### src/rtl/agc_level_monitor.sv
// -----------------------------------------------------------------------------
// agc_level_monitor
//
// Block-averaged power meter and lock detector for the AGC output.
//
// Each accepted I/Q sample (signed Q8.8) is squared and summed into an
// instantaneous power p (unsigned Q16.16). The powers of 2^WIN_LOG2 accepted
// samples are averaged into pwr_out. Each completed window is classified as
// in-band (LO_TH <= mean <= HI_TH) or out-of-band, and that result steps a
// four-state lock FSM.
//
// Ports:
//   clk         rising-edge clock
//   rst         synchronous reset, active low
//   clr         synchronous flush of the window (pipeline, accumulator, count)
//   in_valid    z_i_in / z_q_in carry a sample this cycle
//   z_i_in      I sample, signed Q8.8
//   z_q_in      Q sample, signed Q8.8
//   pwr_out     mean power of the last completed window, unsigned Q16.16
//   pwr_valid   one-cycle pulse when pwr_out updates
//   over        last window mean > HI_TH
//   under       last window mean < LO_TH
//   lock_state  SEARCH=0, ACQ=1, LOCKED=2, HOLD=3
//   locked      high in LOCKED or HOLD
// -----------------------------------------------------------------------------
module agc_level_monitor #(
    parameter int unsigned WIN_LOG2   = 4,
    parameter logic [31:0] LO_TH      = 32'h0000_C000,
    parameter logic [31:0] HI_TH      = 32'h0001_4000,
    parameter int unsigned LOCK_CNT   = 3,
    parameter int unsigned UNLOCK_CNT = 2
) (
    input  logic               clk,
    input  logic               rst,
    input  logic               clr,
    input  logic               in_valid,
    input  logic signed [15:0] z_i_in,
    input  logic signed [15:0] z_q_in,
    output logic [31:0]        pwr_out,
    output logic               pwr_valid,
    output logic               over,
    output logic               under,
    output logic [1:0]         lock_state,
    output logic               locked
);

    // 32 bits of sample power plus WIN_LOG2 bits of headroom: a full window
    // of maximum-power samples cannot overflow the accumulator.
    localparam int ACC_W = 32 + WIN_LOG2;
    localparam int GW    = $clog2(LOCK_CNT + 1);
    localparam int BW    = $clog2(UNLOCK_CNT + 1);

    typedef enum logic [1:0] {
        SEARCH = 2'b00,
        ACQ    = 2'b01,
        LOCKED = 2'b10,
        HOLD   = 2'b11
    } state_t;

    // ------------------------------------------------------------------
    // Stage 1: instantaneous power
    // ------------------------------------------------------------------
    logic signed [31:0] sq_i;
    logic signed [31:0] sq_q;
    logic [31:0]        p_next;

    assign sq_i = 32'(z_i_in) * 32'(z_i_in);
    assign sq_q = 32'(z_q_in) * 32'(z_q_in);
    // Each square is at most 2^30, so the sum is at most 2^31 and is exact
    // when read as unsigned even though it can set bit 31.
    assign p_next = unsigned'(sq_i) + unsigned'(sq_q);

    logic [31:0]         p_reg;
    logic                p_vld_reg;

    // ------------------------------------------------------------------
    // Stage 2: window accumulation
    // ------------------------------------------------------------------
    logic [ACC_W-1:0]    acc_reg;
    logic [WIN_LOG2-1:0] cnt_reg;
    logic [ACC_W-1:0]    acc_sum;
    logic [31:0]         win_mean;
    logic                win_done;
    logic                over_next;
    logic                under_next;
    logic                in_band;

    logic [31:0]         pwr_reg;
    logic                pwr_valid_reg;
    logic                over_reg;
    logic                under_reg;

    assign acc_sum    = acc_reg + ACC_W'(p_reg);
    assign win_mean   = acc_sum[ACC_W-1:WIN_LOG2];
    // A window completing in a clr cycle is discarded, so it never
    // reaches the FSM either.
    assign win_done   = p_vld_reg && (cnt_reg == '1) && !clr;
    assign over_next  = win_mean > HI_TH;
    assign under_next = win_mean < LO_TH;
    assign in_band    = !over_next && !under_next;

    always_ff @(posedge clk) begin
        if (!rst) begin
            p_reg         <= '0;
            p_vld_reg     <= 1'b0;
            acc_reg       <= '0;
            cnt_reg       <= '0;
            pwr_reg       <= '0;
            pwr_valid_reg <= 1'b0;
            over_reg      <= 1'b0;
            under_reg     <= 1'b0;
        end else if (clr) begin
            p_vld_reg     <= 1'b0;
            acc_reg       <= '0;
            cnt_reg       <= '0;
            pwr_valid_reg <= 1'b0;
        end else begin
            p_vld_reg     <= in_valid;
            if (in_valid) begin
                p_reg <= p_next;
            end
            pwr_valid_reg <= 1'b0;
            if (p_vld_reg) begin
                if (cnt_reg == '1) begin
                    acc_reg       <= '0;
                    cnt_reg       <= '0;
                    pwr_reg       <= win_mean;
                    pwr_valid_reg <= 1'b1;
                    over_reg      <= over_next;
                    under_reg     <= under_next;
                end else begin
                    acc_reg <= acc_sum;
                    cnt_reg <= cnt_reg + WIN_LOG2'(1);
                end
            end
        end
    end

    assign pwr_out   = pwr_reg;
    assign pwr_valid = pwr_valid_reg;
    assign over      = over_reg;
    assign under     = under_reg;

    // ------------------------------------------------------------------
    // Lock FSM: steps only on window completion
    // ------------------------------------------------------------------
    state_t        state_reg;
    state_t        state_next;
    logic [GW-1:0] gcnt_reg;
    logic [GW-1:0] gcnt_next;
    logic [BW-1:0] bcnt_reg;
    logic [BW-1:0] bcnt_next;
    logic [GW-1:0] gcnt_inc;
    logic [BW-1:0] bcnt_inc;

    assign gcnt_inc = gcnt_reg + GW'(1);
    assign bcnt_inc = bcnt_reg + BW'(1);

    // State register
    always_ff @(posedge clk) begin
        if (!rst) begin
            state_reg <= SEARCH;
            gcnt_reg  <= '0;
            bcnt_reg  <= '0;
        end else begin
            state_reg <= state_next;
            gcnt_reg  <= gcnt_next;
            bcnt_reg  <= bcnt_next;
        end
    end

    // Next-state logic
    always_comb begin
        state_next = state_reg;
        gcnt_next  = gcnt_reg;
        bcnt_next  = bcnt_reg;
        if (win_done) begin
            case (state_reg)
                SEARCH: begin
                    if (in_band) begin
                        if (LOCK_CNT == 1) begin
                            state_next = LOCKED;
                        end else begin
                            state_next = ACQ;
                            gcnt_next  = GW'(1);
                        end
                    end
                end
                ACQ: begin
                    if (in_band) begin
                        if (gcnt_inc == GW'(LOCK_CNT)) begin
                            state_next = LOCKED;
                            gcnt_next  = '0;
                        end else begin
                            gcnt_next  = gcnt_inc;
                        end
                    end else begin
                        state_next = SEARCH;
                        gcnt_next  = '0;
                    end
                end
                LOCKED: begin
                    if (!in_band) begin
                        if (UNLOCK_CNT == 1) begin
                            state_next = SEARCH;
                        end else begin
                            state_next = HOLD;
                            bcnt_next  = BW'(1);
                        end
                    end
                end
                HOLD: begin
                    if (in_band) begin
                        state_next = LOCKED;
                        bcnt_next  = '0;
                    end else if (bcnt_inc == BW'(UNLOCK_CNT)) begin
                        state_next = SEARCH;
                        bcnt_next  = '0;
                    end else begin
                        bcnt_next  = bcnt_inc;
                    end
                end
                default: begin
                    state_next = SEARCH;
                    gcnt_next  = '0;
                    bcnt_next  = '0;
                end
            endcase
        end
    end

    // Output logic
    always_comb begin
        lock_state = state_reg;
        locked     = (state_reg == LOCKED) || (state_reg == HOLD);
    end

endmodule

### config.mk
export PLATFORM = sky130hd
export DESIGN_NAME = agc_level_monitor
export DESIGN_NICKNAME = d
export VERILOG_FILES = /design/src/rtl/agc_level_monitor.sv
export SDC_FILE = /design/constraint.sdc
export NUM_CORES = 2
export LEC_CHECK = 0
export CAP_MARGIN = 20
export CORE_MARGIN = 3
export CORE_UTILIZATION = 45
export DETAILED_ROUTE_END_ITERATION = 8
export PLACE_DENSITY_LB_ADDON = 0.05
export RECOVER_POWER = 50
export SETUP_SLACK_MARGIN = 0.15
export SLEW_MARGIN = 20
export SYNTH_ARGS = -nofsm -noshare
export SYNTH_HDL_FRONTEND = slang
export SYNTH_SLANG_ARGS = --single-unit
### constraint.sdc
create_clock -name clk -period 24.9 [get_ports clk]
set_clock_uncertainty 0.2 [all_clocks]
set_input_delay 4.98 -clock clk [delete_from_list [all_inputs] [get_ports clk]]
set_output_delay 4.98 -clock clk [all_outputs]
set_load 0.005 [all_outputs]
### Yosys cells after proc, flatten, opt, wreduce, memory -nomap -nowiden

Index checks and enable logic that the tools add are counted.

| storage, ports and cells | value |
|---|---|
| output and inout port bits | 38 |
| memories | 0 |
| bits of input ports | 36 |
| bits in latches | 0 |
| logic and storage cells | 67 |
| bits in read-only memories | 0 |
| register bits after elaboration | 114 |
| bits in writable memories | 0 |

| operators by class | value |
|---|---|
| multiply operators | 2 |
| equal/unequal tests | 10 |
| add/subtract/negate cells | 5 |
| reductions and logical operators | 17 |
| muxes and demuxes | 17 |
| magnitude comparators | 2 |
| bitwise gates (word level) | 3 |
| div/mod/pow operators | 0 |
| shift-type cells | 0 |

Operators with widths:

| operator | count |
|---|---|
| 16-bit by 16-bit multiplier with 32-bit output | 2 |
| 36-bit by 32-bit adder with 36-bit output | 1 |
| 36-bit 2-to-1 mux | 1 |
| 32-bit adder | 1 |
| 32-bit by 17-bit > comparator with 1-bit output (second input constant) | 1 |
| 32-bit by 16-bit < comparator with 1-bit output (second input constant) | 1 |
| 2-bit 2-to-1 mux | 11 |
| 3-bit AND reduction | 3 |
| 2-bit == test (second input constant) | 4 |
| 2-bit case mux with 2 select lines | 2 |
| 2-bit case mux with 4 select lines | 1 |
| 3-bit != test (second input constant) | 2 |
| 5-bit AND reduction | 1 |
| 2-bit by 1-bit adder with 2-bit output (second input constant) | 2 |
| 4-bit by 1-bit adder with 4-bit output (second input constant) | 1 |
| 4-bit == test (second input constant) | 1 |
| 4-bit 2-to-1 mux | 1 |
| 2-bit != test (second input constant) | 2 |
| 2-bit nonzero test | 2 |
| 1-bit logical AND | 3 |
| 1-bit logical NOT | 3 |
| 1-bit inverter | 3 |
| 3-bit OR reduction | 1 |
| 2-bit by 1-bit == test with 1-bit output (second input constant) | 1 |
| other kinds (5) | 5 |

### Depth between registers and ports, before layout

| logic depth | value |
|---|---|
| depth after elaboration | 6 |
| depth in mapped cells | 30 |

### Least setup slack after synthesis

Ideal clock, no wire load.

| timing path | value |
|---|---|
| kind | in2reg |
| from | input port z_i_in[2] |
| to | register p_reg[23] |
| path slack | 12676 ps |
| data required time | 24638 ps |
| cell stages on the path | 28 |
| setup time | 62 ps |
| path buffers | 2 |
| arrival time | 11962 ps |
| cell sequence | clkbuf_1 -> buf_1 -> nand2_1 -> inv_1 -> fa_1 -> fa_1 -> inv_1 -> fa_1 -> inv_1 -> fa_1 -> fa_1 -> fa_1 -> fa_1 -> inv_1 -> fa_1 -> inv_1 -> ha_1 -> nand3_1 -> inv_1 -> and3_1 -> a21oi_1 -> a311oi_1 -> a31o_2 -> a31oi_1 -> o21bai_1 -> a21oi_1 -> or4b_2 -> nand3_1 |

| on the way | value |
|---|---|
| word-level cells in the longest chain between the ends | 2 |

RTL lines:

| item | RTL line | RTL |
|---|---|---|
| from (decl) | 37 | `input logic signed [15:0] z_i_in,` |
| 16-bit by 16-bit multiplier with 32-bit output | 67 | `assign sq_i = 32'(z_i_in) * 32'(z_i_in);` |
| 32-bit adder | 71 | `assign p_next = unsigned'(sq_i) + unsigned'(sq_q);` |
| to (signal assigned) | 120 | `p_reg <= p_next;` |
| to (decl) | 73 | `logic [31:0] p_reg;` |

Every way passes these cells.
A chain may end at the register's enable or synchronous reset.

### Worst setup path in the final report

| timing path | value |
|---|---|
| from | input port z_q_in[1] |
| to | register p_reg[23] |

| on the way | value |
|---|---|
| word-level cells in the longest chain between the ends | 2 |

RTL lines:

| item | RTL line | RTL |
|---|---|---|
| from (decl) | 38 | `input logic signed [15:0] z_q_in,` |
| 16-bit by 16-bit multiplier with 32-bit output | 68 | `assign sq_q = 32'(z_q_in) * 32'(z_q_in);` |
| 32-bit adder | 71 |  |

Every way passes these cells.

==> impl_metrics.tcl <==
set metrics [dict create \
    grt_pass1_wl_um 99300 \
    drive_gt1_share_pct 3.079 \
    nets 3419 \
    vias_per_cell 5.037 \
    drtAntennaViolNets 0 \
    largest_reg_flops 36 \
    synth-async-reset-ratio_pct 0 \
    synth.distinct_cells 78 \
    setup_viol 0 \
    syn_avg_cell_area_um2 9.038 \
    drt-initial-drc-count 791 \
    max_slew.worst_pin.slew_ns 2.927 \
    dp_cells 3352 \
    io_buffers 73 \
    violations "max-capacitance violations, max-slew violations" \
    crit_path_start_kind "primary input" \
    area_growth_syn_to_layout_pct 8.294 \
    regArea_um2 2282 \
    synth_seq_area_share_pct 9.467 \
    routed_wl_um 59230 \
    htreeDepth 4 \
    tns_ns 0 \
    maxSlewHeadroom_pct -95.16 \
    critPathSlowestCell "clkdlybuf4s50_1" \
    first_pass_iters 5 \
    wl_per_cell_um 17.50 \
    synth_area_um2 24110 \
    initial_core_util_pct 45.69 \
    clkTransAtPathRegs_ns 0.05 \
    fin_crit_sh_pct 53.88 \
    fin_crit_ns 13.42 \
    critPathMaxFanout 16 \
    final_cell_mix "inv_1 (674), fa_1 (522), nand2_1 (269)" \
    fp.coreArea_um2 52760 \
    row_count 84 \
    diodes 0 \
    hold_buffers 0 \
    antenna_found_initial 0 \
    synth-edff-count 0 \
    route.detailed.drc 0 \
    hold_viol 0 \
    status "complete, but fails checks" \
    final_max_slew_viol_count 117 \
    cp.required_ns 25.05 \
    layout_commonest_cell "inv_1" \
    root_buffer "clkbuf_16" \
    cts_inserted_buffers 17 \
    cts_tree "built" \
    rsz0062_at_grt "false" \
    clockBufferDepth 2 \
    maxCapViolCount 2 \
    post_cts_buffers 0 \
    cts_sinks 114 \
    yosys_warnings 0 \
    crit_arrival_ns 13.57 \
    slowest_delay_ns 1.01 \
    gp_congestion 0.8892 \
    synthCells 2667 \
    clk_latency_ns 0.43 \
    grt_pass1_vias 18380 \
    multi_input_area_um2 18920 \
    dieArea_um2 56380 \
    max_freq_mhz 74.54 \
    ys.flop_type "dfxtp_1" \
    yosys_register_bits 114 \
    ctsResizeCount 0 \
    overflow 0 \
    fillers 5135 \
    final_cells 3384 \
    gr-usage-all-layers_pct 22.16 \
    hpwlAfterDp_um 51320 \
    hp-class "flip-flop to flip-flop" \
    fp.dieH_um 237.4 \
    grt_max_degree 80 \
    crit_path_end_kind "flip-flop" \
    setup.worst_path.class "primary input to flip-flop" \
    ios 74 \
    synth_fp_nets 3403 \
    dieWidth_um 237.4 \
    vias 17040 \
]
-- stage by stage --
stage	setup slack [ns]	instance area [um^2]	util [%]	hold WS, ns
global placement	11.31	25480	48.29	0.2548
CTS	11.61	26110	49.49	0.2672
detailed placement	11.20	25480	48.29	0.2599
global route	11.06	26110	49.48	0.2861
floorplan	12.68	24110	-	0.2453
finish	11.48	26110	49.48	0.2669
-- logic make-up after synthesis --
kind of cell | Yosys count | synth area share [%]
other | 1 | 0.01556
and+or+nand+nor | 664 | 13.19
AOI/OAI and AO/OA | 333 | 9.577
buffers and inverters | 772 | 12.06
muxes | 9 | 0.4048
xor gates and xnor gates | 74 | 2.689
adders and majority gates | 700 | 52.59
DFF | 114 | 9.467
-- worst paths after layout --
check,slack [ns],cells after the start,startpoint,endpoint
max,11.48,29,z_q_in[1],p_reg[23]
min,0.27,2,pwr_out[1],pwr_out[1]
max reg2reg,20.33,13,p_reg[0],bcnt_reg[1]
min reg2reg,0.27,2,pwr_out[1],pwr_out[1]
-- area by class of cell --
cell class,instances,share of cell area [%]
Clock buffer,22,1.740
Clock inverter,10,0.6950
Inverter,676,9.720
Multi-Input combinational cell,1781,72.48
Sequential cell,114,8.742
Tap cell,688,3.298
Timing Repair Buffer,93,3.326
-- Yosys cell counts, types with 9 or more instances --
master,count,area (um^2)
clkbuf_1,84,315.3
fa_1,522,10450
or3_1,9,56.30
a211oi_1,14,105.1
inv_1,674,2530
nand4_1,9,56.30
nor3_1,25,125.1
nand2_1,269,1010
ha_1,178,2227
and3_1,15,93.84
xor2_1,24,210.2
xnor2_1,50,437.9
a21o_1,35,262.8
a31oi_1,11,68.82
nand3_1,28,140.1
nor2b_1,19,118.9
a22oi_1,32,240.2
o21ai_0,55,275.3
nand2b_1,19,118.9
and2_1,118,738.2
nor2_1,119,446.7
a21boi_0,32,240.2
or2_2,11,68.82
dfxtp_1,114,2282
a21oi_1,63,315.3
-- per-layer routing --
layer	part of all wire [%]	vias up	GRT usage, %	wire length (um)
met5	0	-	0	0
met4	1.6	0	4.867	972
met3	3.6	58	2.471	2142
met2	46	321	35.64	26960
met1	49	8504	32.59	29160
li1	-	8161	-	-
-- worst max-delay path: cells and delay by family --
family	cells	cell delay, ns
buf+inv	9	1.83
fa+ha+maj	9	4.27
simple gates	5	1.26
compound gates	6	1.23
Power is not shown: default switching activity piles up to over one toggle a cycle in this logic, so the estimate is an artifact.
